--- src/rtl/alu_sequencer.sv ---
// alu_sequencer: command-level controller sitting in front of the shared ALU.
// Accepts one command at a time, steps the external ALU (single-cycle ops or an
// 8-iteration shift-add multiply), and holds the registered result on a
// valid/ready response port until it is consumed.
//
// state | meaning
// IDLE  | waiting for a command, ALU inputs parked at zero
// EXEC  | one cycle driving a pass-through ALU opcode
// MUL   | WIDTH shift-add iterations through the ALU adder
// RESP  | response held on rsp_* until rsp_ready
module alu_sequencer #(
  parameter int WIDTH = 8
) (
  input  logic             clk,
  input  logic             rst,
  input  logic             cmd_valid,
  output logic             cmd_ready,
  input  logic [3:0]       cmd_op,
  input  logic [WIDTH-1:0] cmd_a,
  input  logic [WIDTH-1:0] cmd_b,
  output logic             rsp_valid,
  input  logic             rsp_ready,
  output logic [WIDTH-1:0] rsp_lo,
  output logic [WIDTH-1:0] rsp_hi,
  output logic             rsp_carry,
  output logic             rsp_greater,
  output logic             rsp_equal,
  output logic             rsp_err,
  output logic             busy,
  output logic [WIDTH-1:0] alu_a,
  output logic [WIDTH-1:0] alu_b,
  output logic [2:0]       alu_opcode,
  input  logic [WIDTH-1:0] alu_result,
  input  logic             alu_carry,
  input  logic             alu_greater,
  input  logic             alu_equal
);

  localparam int CNT_W = $clog2(WIDTH) + 1;
  localparam logic [CNT_W-1:0] CNT_LAST = CNT_W'(WIDTH - 1);
  localparam logic [3:0] OP_MUL = 4'd8;

  typedef enum logic [1:0] {
    IDLE = 2'd0,
    EXEC = 2'd1,
    MUL  = 2'd2,
    RESP = 2'd3
  } state_t;

  state_t           state_q, state_d;
  logic [2:0]       op_q, op_d;
  logic [WIDTH-1:0] a_q, a_d;
  logic [WIDTH-1:0] b_q, b_d;
  logic [WIDTH-1:0] hi_q, hi_d;
  logic [WIDTH-1:0] lo_q, lo_d;
  logic [CNT_W-1:0] cnt_q, cnt_d;
  logic [WIDTH-1:0] rsp_lo_q, rsp_lo_d;
  logic [WIDTH-1:0] rsp_hi_q, rsp_hi_d;
  logic             rsp_carry_q, rsp_carry_d;
  logic             rsp_greater_q, rsp_greater_d;
  logic             rsp_equal_q, rsp_equal_d;
  logic             rsp_err_q, rsp_err_d;

  // one shift-add step: {carry, sum, lo} shifted right by one bit
  logic [WIDTH-1:0] mul_hi_nxt;
  logic [WIDTH-1:0] mul_lo_nxt;

  // Next-state, datapath and ALU-drive decode for the current state.
  always_comb begin
    state_d       = state_q;
    op_d          = op_q;
    a_d           = a_q;
    b_d           = b_q;
    hi_d          = hi_q;
    lo_d          = lo_q;
    cnt_d         = cnt_q;
    rsp_lo_d      = rsp_lo_q;
    rsp_hi_d      = rsp_hi_q;
    rsp_carry_d   = rsp_carry_q;
    rsp_greater_d = rsp_greater_q;
    rsp_equal_d   = rsp_equal_q;
    rsp_err_d     = rsp_err_q;
    cmd_ready     = 1'b0;
    alu_a         = '0;
    alu_b         = '0;
    alu_opcode    = 3'b000;
    mul_hi_nxt    = {alu_carry, alu_result[WIDTH-1:1]};
    mul_lo_nxt    = {alu_result[0], lo_q[WIDTH-1:1]};

    case (state_q)
      IDLE: begin
        cmd_ready = ~rst;
        if (cmd_valid && !rst) begin
          op_d = cmd_op[2:0];
          a_d  = cmd_a;
          b_d  = cmd_b;
          if (!cmd_op[3]) begin
            state_d = EXEC;
          end else if (cmd_op == OP_MUL) begin
            hi_d    = '0;
            lo_d    = cmd_b;
            cnt_d   = '0;
            state_d = MUL;
          end else begin
            // reserved opcode: answer immediately with only the error flag
            rsp_lo_d      = '0;
            rsp_hi_d      = '0;
            rsp_carry_d   = 1'b0;
            rsp_greater_d = 1'b0;
            rsp_equal_d   = 1'b0;
            rsp_err_d     = 1'b1;
            state_d       = RESP;
          end
        end
      end

      EXEC: begin
        alu_a         = a_q;
        alu_b         = b_q;
        alu_opcode    = op_q;
        rsp_lo_d      = alu_result;
        rsp_hi_d      = '0;
        rsp_carry_d   = alu_carry;
        rsp_greater_d = alu_greater;
        rsp_equal_d   = alu_equal;
        rsp_err_d     = 1'b0;
        state_d       = RESP;
      end

      MUL: begin
        alu_a      = hi_q;
        alu_b      = lo_q[0] ? a_q : '0;
        alu_opcode = 3'b000;
        hi_d       = mul_hi_nxt;
        lo_d       = mul_lo_nxt;
        cnt_d      = cnt_q + 1'b1;
        if (cnt_q == CNT_LAST) begin
          rsp_hi_d      = mul_hi_nxt;
          rsp_lo_d      = mul_lo_nxt;
          rsp_carry_d   = (mul_hi_nxt != '0);
          rsp_equal_d   = ({mul_hi_nxt, mul_lo_nxt} == '0);
          rsp_greater_d = 1'b0;
          rsp_err_d     = 1'b0;
          state_d       = RESP;
        end
      end

      RESP: begin
        if (rsp_ready) begin
          state_d = IDLE;
        end
      end

      default: begin
        state_d = IDLE;
      end
    endcase
  end

  // State and datapath registers with synchronous reset.
  always_ff @(posedge clk) begin
    if (rst) begin
      state_q       <= IDLE;
      op_q          <= '0;
      a_q           <= '0;
      b_q           <= '0;
      hi_q          <= '0;
      lo_q          <= '0;
      cnt_q         <= '0;
      rsp_lo_q      <= '0;
      rsp_hi_q      <= '0;
      rsp_carry_q   <= 1'b0;
      rsp_greater_q <= 1'b0;
      rsp_equal_q   <= 1'b0;
      rsp_err_q     <= 1'b0;
    end else begin
      state_q       <= state_d;
      op_q          <= op_d;
      a_q           <= a_d;
      b_q           <= b_d;
      hi_q          <= hi_d;
      lo_q          <= lo_d;
      cnt_q         <= cnt_d;
      rsp_lo_q      <= rsp_lo_d;
      rsp_hi_q      <= rsp_hi_d;
      rsp_carry_q   <= rsp_carry_d;
      rsp_greater_q <= rsp_greater_d;
      rsp_equal_q   <= rsp_equal_d;
      rsp_err_q     <= rsp_err_d;
    end
  end

  assign rsp_valid   = (state_q == RESP);
  assign busy        = (state_q != IDLE);
  assign rsp_lo      = rsp_lo_q;
  assign rsp_hi      = rsp_hi_q;
  assign rsp_carry   = rsp_carry_q;
  assign rsp_greater = rsp_greater_q;
  assign rsp_equal   = rsp_equal_q;
  assign rsp_err     = rsp_err_q;

endmodule

--- config.mk ---
export PLATFORM = sky130hd
export DESIGN_NAME = alu_sequencer
export DESIGN_NICKNAME = d
export VERILOG_FILES = /design/src/rtl/alu_sequencer.sv
export SDC_FILE = /design/constraint.sdc
export NUM_CORES = 1
export LEC_CHECK = 0
export CAP_MARGIN = 20
export CORE_UTILIZATION = 40
export CTS_CLUSTER_DIAMETER = 150
export DETAILED_ROUTE_END_ITERATION = 10
export PLACE_DENSITY = 0.68
export SYNTH_ARGS = -nofsm -noshare
export SYNTH_HDL_FRONTEND = slang
export SYNTH_SLANG_ARGS = --single-unit
--- constraint.sdc ---
create_clock -name clk -period 2.7 [get_ports clk]
set_input_delay 0.27 -clock clk [delete_from_list [all_inputs] [get_ports clk]]
set_output_delay 0.27 -clock clk [all_outputs]
set_load 0.02 [all_outputs]
==> flow_summary_export.csv, run 1 <==
group,metric,value,unit
detailed_routing,wl_met3,260,um
yosys,ys_seq_area_frac,0.414,
timing,min_period,2.54,ns
timing,worst_slew_pin_slew,0.582,ns
die,start_util,0.425,
timing,fin_setup_tns,0,ns
setup_path,worstPathRequired,2.43,ns
die,die-height,87.9,um
die,die_x,87.9,um
final_layout,final_common_cell,"clkdlybuf4s50_1",
pwr,p_switching,0.00119,W
yosys,avgSynthCellArea,8.25,um^2
detailed_routing,drt-pass1-iter-count,4,
clock_network,clkLatencyLatePin,0.34,ns
yosys,synth_fp_nets,398,
final_layout,drive_above_1_share,0.0706,
setup_path,ff2ff_path_depth,8,
run_status,status,"finished clean",
die,num_rows,30,
placed_design,place.gp.congestion,0.827,
final_layout,final_util,0.576,
detailed_routing,wl_met2,4010,um
yosys,postSynthCellCount,358,
detailed_routing,routed-via-count,2844,
die,core_area,6940,um^2
detailed_routing,totalWireLength,8010,um
min_path,worstHoldPathType,"reg -> reg",
timing,maxSlewViolCount,0,
timing,fmax,393,MHz
yosys,synth_top_cell_by_area,"dfxtp_1",
detailed_routing,ant_nets,0,
grt,grt_max_degree,63,
detailed_routing,drt_iter0_markers,221,
grt,grt_overflow,0,
clock_network,numCtsBuffers,9,
pwr,power_frac_seq,0.337,
timing,min_period_over_period,0.942,
pwr,power_density,835,nW/um^2
pwr,p_int,0.00216,W
detailed_routing,top_layer_used,"met4",
yosys,synth_area,2950,um^2
setup_path,crit_chain,"inv_1, ha_2, nor2b_1, clkdlybuf4s50_1",
timing,fin_skew,0.00790,ns
detailed_routing,drcViolationCount,0,
yosys,ys_warn_count,0,
grt,first_global_vias,2526,
setup_path,cp.arrival,2.27,ns
yosys,ys_types,36,
min_path,hold_depth,2,
detailed_routing,m1WireLength,3670,um
timing,holdWs,0.456,ns
final_layout,instances_no_fill,521,
setup_path,crit_path_top_delay_cell,"clkdlybuf4s50_1",
pwr,peakVddDrop,298,uV
final_layout,final_cell_mix,"clkdlybuf4s50_1 (75), dfxtp_1 (61), o21ai_0 (37)",
setup_path,r2r_slack,0.42,ns
final_layout,nets,460,
placed_design,hpwlAfterDp,5560,um
clock_network,cts-root-buf,"clkbuf_8",
setup_path,crit_type,"reg -> out",
placed_design,placed_cells_incl_taps,505,
pwr,clockPowerShare,0.296,
die,die_area,7730,um^2
clock_network,h-tree-depth,3,
pwr,p_total,0.00334,W
yosys,synth.top_cell.area_share,0.414,
detailed_routing,wl_per_cell,15.4,um
grt,track_usage,0.213,
pwr,swShare,0.355,
grt,antenna_found_initial,0,
flow_run,cap_violations,0,
yosys,synth_edf_count,0,
setup_path,cp-start-kind,"flip-flop",
clock_network,path_clk_slew,0.07,ns
timing,rsz0062_at_grt,"no",
setup_path,reg2reg_to,"rsp_equal",
yosys,ys.flop_type,"dfxtp_1",
pwr,combPwrFrac,0.367,
setup_path,cp_max_fo,28,
grt,grt_pass1_wl,12500,um
timing,slew_headroom,0.612,
yosys,synthArstFlopShare,0,
placed_design,io_buffers,76,
clock_network,cts.path.max_buffers,2,
final_layout,area_growth_syn_to_layout,35.6,%
timing,setup_viol_count_final,0,
min_path,min_to,"op_q[1]",
clock_network,clock-sinks,61,
clock_network,tritoncts,"done",
final_layout,n_antenna_cell,0,
min_path,min_from,"op_q[1]",
detailed_routing,viasPerCell,5.46,
yosys,ys_ff_latch,61,
setup_path,cp-end-kind,"output port",
setup_path,r2r-start,"state_q[0]",
die,ios,77,
pwr,power_leakage,1.33,nW
setup_path,cp_slowest_stage_delay,0.62,ns
yosys,synth_area_leaders,"dfxtp_1 (41%), o21ai_0 (6.3%), a21oi_1 (5.9%)",
timing,final_hold_viol_count,0,
state kept, by name, summed over array words and instances, names as in the netlist:
register and flops:
rsp_err 1, a_q 8, state_q 2, b_q 8
lo_q 8, rsp_carry 1, rsp_greater 1, cnt_q 4
hi_q 8, rsp_lo 8, op_q 3, rsp_hi 8
rsp_equal 1
per-stage QoR:
stage | setup slack (ns) | area [um^2]
6_report | 0.156 | 4000
4_1_cts | 0.0182 | 4000
5_1_grt | 0.0269 | 4000
3_5_place_dp | 0.338 | 3760
2_1_floorplan | 0.771 | 2950
3_3_place_gp | 0.463 | 3760
worst max-delay path, delay by kind of cell (launching register included):
| family | cells | cell delay (ns) |
|---|---|---|
| adder cells (fa/ha/maj) | 1 | 0.60 |
| buffers and inverters | 2 | 0.71 |
| flip-flops | 1 | 0.40 |
| AND/OR/NAND/NOR | 1 | 0.22 |
logic make-up after synthesis:
logic type,count (synthesis),synth area share
compound gates,116,0.250
fa+ha+maj,5,0.0212
buf+inv,38,0.0517
flops,61,0.414
mux,8,0.0271
simple gates,130,0.237
repair_timing:
| item | 4_1_cts | 5_1_grt |
|---|---|---|
| setup endpoints to repair | 13 | 16 |
| hold buffers | 0 | 0 |
| resized for setup | 1 | 1 |
| setup buffers | 0 | 0 |
routing by layer:
layer | GRT usage | vias up
met1 | 0.274 | 1365
li1 | - | 1408
met3 | 0.0349 | 7
met5 | 0 | -
met4 | 0.109 | 0
met2 | 0.345 | 64
final cells by class:
class	instances	area [um^2]
Inverter	5	18.8
Sequential cell	61	1220
Clock buffer	12	145
Clock inverter	4	95.1
Multi-Input combinational cell	259	1590
Fill cell	634	2940
Tap cell	96	120
Timing Repair Buffer	84	816
power by group through the flow:
stage | clock network, W | logic [W] | registers [W]
floorplan | 0 | 0.000836 | 0.00114
global placement | 0 | 0.00119 | 0.00113
detailed placement | 0 | 0.00121 | 0.00114
CTS | 0.00100 | 0.00122 | 0.00112
global route | 0.00105 | 0.00133 | 0.00114
finish | 0.000989 | 0.00123 | 0.00113
how the worst max path moves through the flow:
| stage | depth (start not counted) | startpoint | slack (ns) | to |
|---|---|---|---|---|
| after detailed placement | 4 | state_q[1] | 0.34 | alu_a[5] |
| after global routing | 4 | state_q[0] | 0.03 | alu_a[5] |
| after global placement | 4 | state_q[0] | 0.46 | alu_a[5] |
| after floorplan | 8 | state_q[0] | 0.77 | rsp_greater |
| after CTS | 5 | state_q[1] | 0.02 | alu_a[5] |
| final | 4 | state_q[0] | 0.16 | alu_a[5] |
Yosys cell counts, drive strengths merged (2+ instances only):
master	instances
dfxtp	61
o21ai	37
a21oi	35
nand2	32
clkbuf	25
nand2b	23
nand4	18
a22oi	17
nor2b	17
nor2	14
nand3	11
a22o	9
a211oi	8
buf	8
mux2i	8
and2	5
ha	5
inv	5
a311oi	2
a41o	2
nand4b	2
nor4	2
or3	2
Note: power is estimated with default switching activity, not from simulation.
==> inputs of run 2 (changes only) <==
CORE_MARGIN = 8   (was default)
CORE_UTILIZATION = 49   (was 40)
PLACE_DENSITY = 0.8   (was 0.68)
==> flow_summary_export.csv, run 2 (same netlist as run 1, synthesis figures left out) <==
group,metric,value,unit
run_status,status,"finished clean",
min_path,worstHoldPathType,"in -> reg",
detailed_routing,wl_per_cell,17.1,um
grt,grt_pass1_wl,13900,um
pwr,power_frac_seq,0.350,
clock_network,tritoncts,"done",
clock_network,clkLatencyLatePin,0.34,ns
final_layout,drive_above_1_share,0.0706,
timing,setup_viol_count_final,0,
timing,fin_skew,0.00274,ns
pwr,power_density,819,nW/um^2
pwr,power_leakage,1.32,nW
grt,track_usage,0.201,
die,start_util,0.502,
clock_network,cts_resized,2,
placed_design,place_ws,0.386,ns
grt,first_global_vias,2734,
pwr,p_int,0.00204,W
final_layout,fillers,518,
clock_network,post_cts.repair.setup_buffers,0,
setup_path,ff2ff_path_depth,7,
detailed_routing,drt_iter0_markers,248,
detailed_routing,viasPerCell,5.76,
flow_run,cap_violations,0,
final_layout,final_common_cell,"clkdlybuf4s50_1",
clock_network,h-tree-depth,3,
final_layout,area_growth_syn_to_layout,33.5,%
clock_network,path_clk_slew,0.06,ns
grt,grt_max_degree,58,
timing,fin_setup_tns,0,ns
final_layout,multi_input_area,1590,um^2
clock_network,cts_hold_buf,0,
setup_path,cp-start-kind,"flip-flop",
die,ios,77,
final_layout,seqCellArea,1220,um^2
setup_path,worstPathRequired,2.43,ns
final_layout,nets,460,
die,die_x,93.6,um
timing,slew_headroom,0.641,
die,core_area,5890,um^2
timing,maxSlewViolCount,0,
clock_network,clock-sinks,61,
detailed_routing,drt-pass1-iter-count,5,
pwr,swShare,0.369,
pwr,peakVddDrop,446,uV
die,num_rows,28,
setup_path,crit_type,"reg -> out",
final_layout,final_cell_mix,"clkdlybuf4s50_1 (75), dfxtp_1 (61), o21ai_0 (37)",
detailed_routing,routed-via-count,2880,
detailed_routing,drcViolationCount,0,
placed_design,io_buffers,76,
timing,fmax,397,MHz
timing,final_hold_viol_count,0,
timing,min_period,2.52,ns
clock_network,numCtsBuffers,9,
setup_path,cp.arrival,2.25,ns
pwr,clockPowerShare,0.271,
timing,min_period_over_period,0.933,
clock_network,cts-root-buf,"clkbuf_8",
detailed_routing,ant_nets,0,
die,die_area,8770,um^2
timing,worst_slew_pin_slew,0.539,ns
placed_design,hpwlAfterDp,6030,um
die,die-height,93.6,um
setup_path,cp-end-kind,"output port",
detailed_routing,totalWireLength,8570,um
timing,rsz0062_at_grt,"no",
final_layout,n_antenna_cell,0,
setup_path,cp_max_fo,28,
clock_network,cts.path.max_buffers,2,
timing,setup_ws,0.181,ns
pwr,combPwrFrac,0.379,
pwr,p_switching,0.00119,W
placed_design,place.gp.congestion,0.870,
min_path,hold_depth,2,
grt,grt_overflow,0,
grt,antenna_found_initial,0,
## run 2: cell types whose count changed in the layout (fill, tap and decap cells not counted)
cell / delta
clkinv_2: +2
bufinv_16: -1
clkbuf_8: -1
## run 2: critical path, stage by stage (launching register included)
cell and delay [ns]:
dfxtp_1 0.39, inv_1 0.09, ha_2 0.58, nor2b_1 0.22, clkdlybuf4s50_1 0.63
## run 2: final cells by class
class | instances | area share
clock buffer | 11 | 0.0333
clock inverter | 5 | 0.0190
inverter | 5 | 0.00476
multi-input combinational | 259 | 0.402
sequential | 61 | 0.310
tap | 75 | 0.0238
timing repair buffer | 84 | 0.207
## run 2: metal layers
| layer | global-route usage | wire [um] |
|---|---|---|
| met5 | 0 | 0 |
| met4 | 0.106 | 172 |
| met3 | 0.0425 | 543 |
| met2 | 0.317 | 4160 |
| met1 | 0.251 | 3690 |
## run 2: power groups by stage
stage | registers [W] | clock network (W) | logic [W]
2_1_floorplan | 0.00114 | 0 | 0.000836
3_3_place_gp | 0.00114 | 0 | 0.00117
3_5_place_dp | 0.00114 | 0 | 0.00120
4_1_cts | 0.00113 | 0.000886 | 0.00122
5_1_grt | 0.00114 | 0.000931 | 0.00135
6_report | 0.00113 | 0.000874 | 0.00122
## run 2: final timing paths
check	from	endpoint	slack, ns
hold reg to reg	hi_q[4]	hi_q[4]	0.46
setup / recovery	state_q[0]	alu_b[0]	0.18
hold / removal	rst	op_q[1]	0.20
setup reg to reg	state_q[0]	rsp_err	0.56
## run 2: through the flow
stage / instance area [um^2] / hold WS [ns] / total power, W / std cells / utilization
final: 3940 / 0.203 / 0.00323 / 500 / 0.670
after CTS: 3940 / 0.190 / 0.00323 / 500 / 0.670
after global placement: 3730 / 0.441 / 0.00231 / 484 / 0.634
after detailed placement: 3730 / 0.449 / 0.00234 / 484 / 0.634
after floorplan: 2950 / 0.379 / 0.00197 / 358 / -
after global routing: 3940 / 0.216 / 0.00342 / 500 / 0.670
==> inputs of run 3 (changes only) <==
--- a/config.mk
+++ b/config.mk
@@ -6,4 +6,5 @@
 export NUM_CORES = 1
 export LEC_CHECK = 0
+export ABC_CLOCK_PERIOD_IN_PS = 2700
 export CAP_MARGIN = 20
 export CORE_MARGIN = 8
==> constraint.sdc (replaced) <==
create_clock -name clk -period 2.7 [get_ports clk]
set_input_delay 0.27 -clock clk [delete_from_list [all_inputs] [get_ports clk]]
set_output_delay 0.27 -clock clk [all_outputs]
set_load 0.005 [all_outputs]
==> flow_summary_export.csv, run 3 (same netlist as run 1, synthesis figures left out) <==
group,metric,value,unit
timing,min_period_over_period,0.906,
clock_network,clkLatencyLatePin,0.35,ns
timing,worst_slew_pin_slew,0.546,ns
final_layout,n_antenna_cell,0,
die,die_area,8770,um^2
clock_network,clock-sinks,61,
setup_path,crit_type,"reg -> out",
setup_path,r2r_slack,0.58,ns
timing,slew_headroom,0.636,
detailed_routing,routed-via-count,2904,
die,ios,77,
placed_design,place_area,3740,um^2
final_layout,final_cell_mix,"clkdlybuf4s50_1 (75), dfxtp_1 (61), o21ai_0 (37)",
clock_network,h-tree-depth,3,
detailed_routing,drt_iter0_markers,309,
grt,grt_use_met1,0.240,
placed_design,io_buffers,76,
grt,grt_use_met2,0.307,
setup_path,cp.arrival,2.18,ns
die,die_x,93.6,um
setup_path,crit_path_start,"state_q[1]",
placed_design,hpwlAfterDp,5980,um
clock_network,tritoncts,"done",
timing,setup_ws,0.254,ns
setup_path,cp_max_fo,28,
grt,top_usage_layer,"met2",
grt,grt_max_degree,43,
die,core_area,5890,um^2
final_layout,final_cell_area,3970,um^2
grt,grt_overflow,0,
final_layout,nets,461,
setup_path,worstPathRequired,2.43,ns
final_layout,fillers,505,
min_path,worstHoldPathType,"in -> reg",
pwr,p_total,0.00321,W
clock_network,post_cts.repair.setup_buffers,0,
final_layout,area_growth_syn_to_layout,34.3,%
final_layout,drive_above_1_share,0.0775,
timing,maxSlewViolCount,0,
setup_path,critPathCapture,"alu_a[1]",
grt,first_global_vias,2736,
timing,final_hold_viol_count,0,
grt,grt.met3_usage,0.0505,
pwr,peakVddDrop,530,uV
placed_design,place_ws,0.430,ns
timing,fin_skew,0.00800,ns
setup_path,ff2ff_path_depth,6,
final_layout,final_common_cell,"clkdlybuf4s50_1",
clock_network,cts.path.max_buffers,2,
setup_path,cp-start-kind,"flip-flop",
timing,rsz0062_at_grt,"no",
timing,fin_setup_tns,0,ns
grt,antenna_found_initial,0,
die,num_rows,28,
timing,min_period,2.45,ns
detailed_routing,viasPerCell,5.80,
pwr,power_density,808,nW/um^2
detailed_routing,wl_per_cell,16.7,um
clock_network,cts-root-buf,"clkbuf_8",
grt,track_usage,0.194,
grt,grt_pass1_wl,13500,um
die,die-height,93.6,um
setup_path,r2r-start,"state_q[1]",
setup_path,reg2reg_to,"rsp_hi[2]",
timing,fmax,409,MHz
flow_run,cap_violations,0,
detailed_routing,drcViolationCount,0,
placed_design,place.gp.congestion,0.876,
detailed_routing,drt-pass1-iter-count,6,
detailed_routing,totalWireLength,8380,um
clock_network,numCtsBuffers,9,
timing,setup_viol_count_final,0,
pwr,power_leakage,1.32,nW
detailed_routing,ant_nets,0,
setup_path,cp-end-kind,"output port",
run_status,status,"finished clean",
die,start_util,0.502,
clock_network,path_clk_slew,0.07,ns
-- run 3: through the flow --
stage / instances / util / hold slack (ns)
after detailed placement: 485 / 0.635 / 0.447
final: 501 / 0.674 / 0.380
after CTS: 501 / 0.673 / 0.370
after floorplan: 358 / - / 0.379
after global routing: 501 / 0.674 / 0.385
after global placement: 485 / 0.635 / 0.441
-- run 3: routing by layer --
layer / share of wire / wire (um) / vias to the layer above
li1: - / - / 1424
met1: 0.44 / 3650 / 1360
met2: 0.48 / 4020 / 103
met3: 0.066 / 557 / 17
met4: 0.019 / 158 / 0
met5: 0 / 0 / -
-- run 3: worst min path at each step --
| stage | startpoint | depth (start not counted) | slack (ns) | end |
|---|---|---|---|---|
| floorplan | cmd_a[0] | 2 | 0.38 | a_q[0] |
| global placement | op_q[1] | 2 | 0.44 | op_q[1] |
| detailed placement | op_q[1] | 2 | 0.45 | op_q[1] |
| CTS | rst | 3 | 0.37 | rsp_hi[4] |
| global route | rst | 3 | 0.38 | rsp_hi[4] |
| finish | rst | 3 | 0.38 | rsp_greater |
-- run 3: layout make-up --
class	instances	area, um^2	area share
clock inverter	7	98.8	0.0249
clock buffer	9	124	0.0312
multi-input combinational	259	1590	0.400
tap	75	93.8	0.0237
inverter	5	18.8	0.00473
sequential	61	1220	0.308
timing repair buffer	85	823	0.208
-- run 3: power breakdown --
group          leakage (nW)  switching (W)  internal [W]
Combinational         0.718       0.000670      0.000496
Sequential            0.496       0.000102       0.00102
Clock                 0.110       0.000390      0.000524
Total                  1.32        0.00116       0.00204
-- run 3: repair_timing --
item | CTS | global route
hold buffers | 0 | 0
resized for setup | 0 | 2
setup endpoints to repair | 0 | 16
-- run 3: critical path, cell delays in order (launching register included) --
cell and delay, ns:
dfxtp_1 0.38, inv_1 0.08, ha_2 0.61, nor2b_1 0.23
clkdlybuf4s50_1 0.52
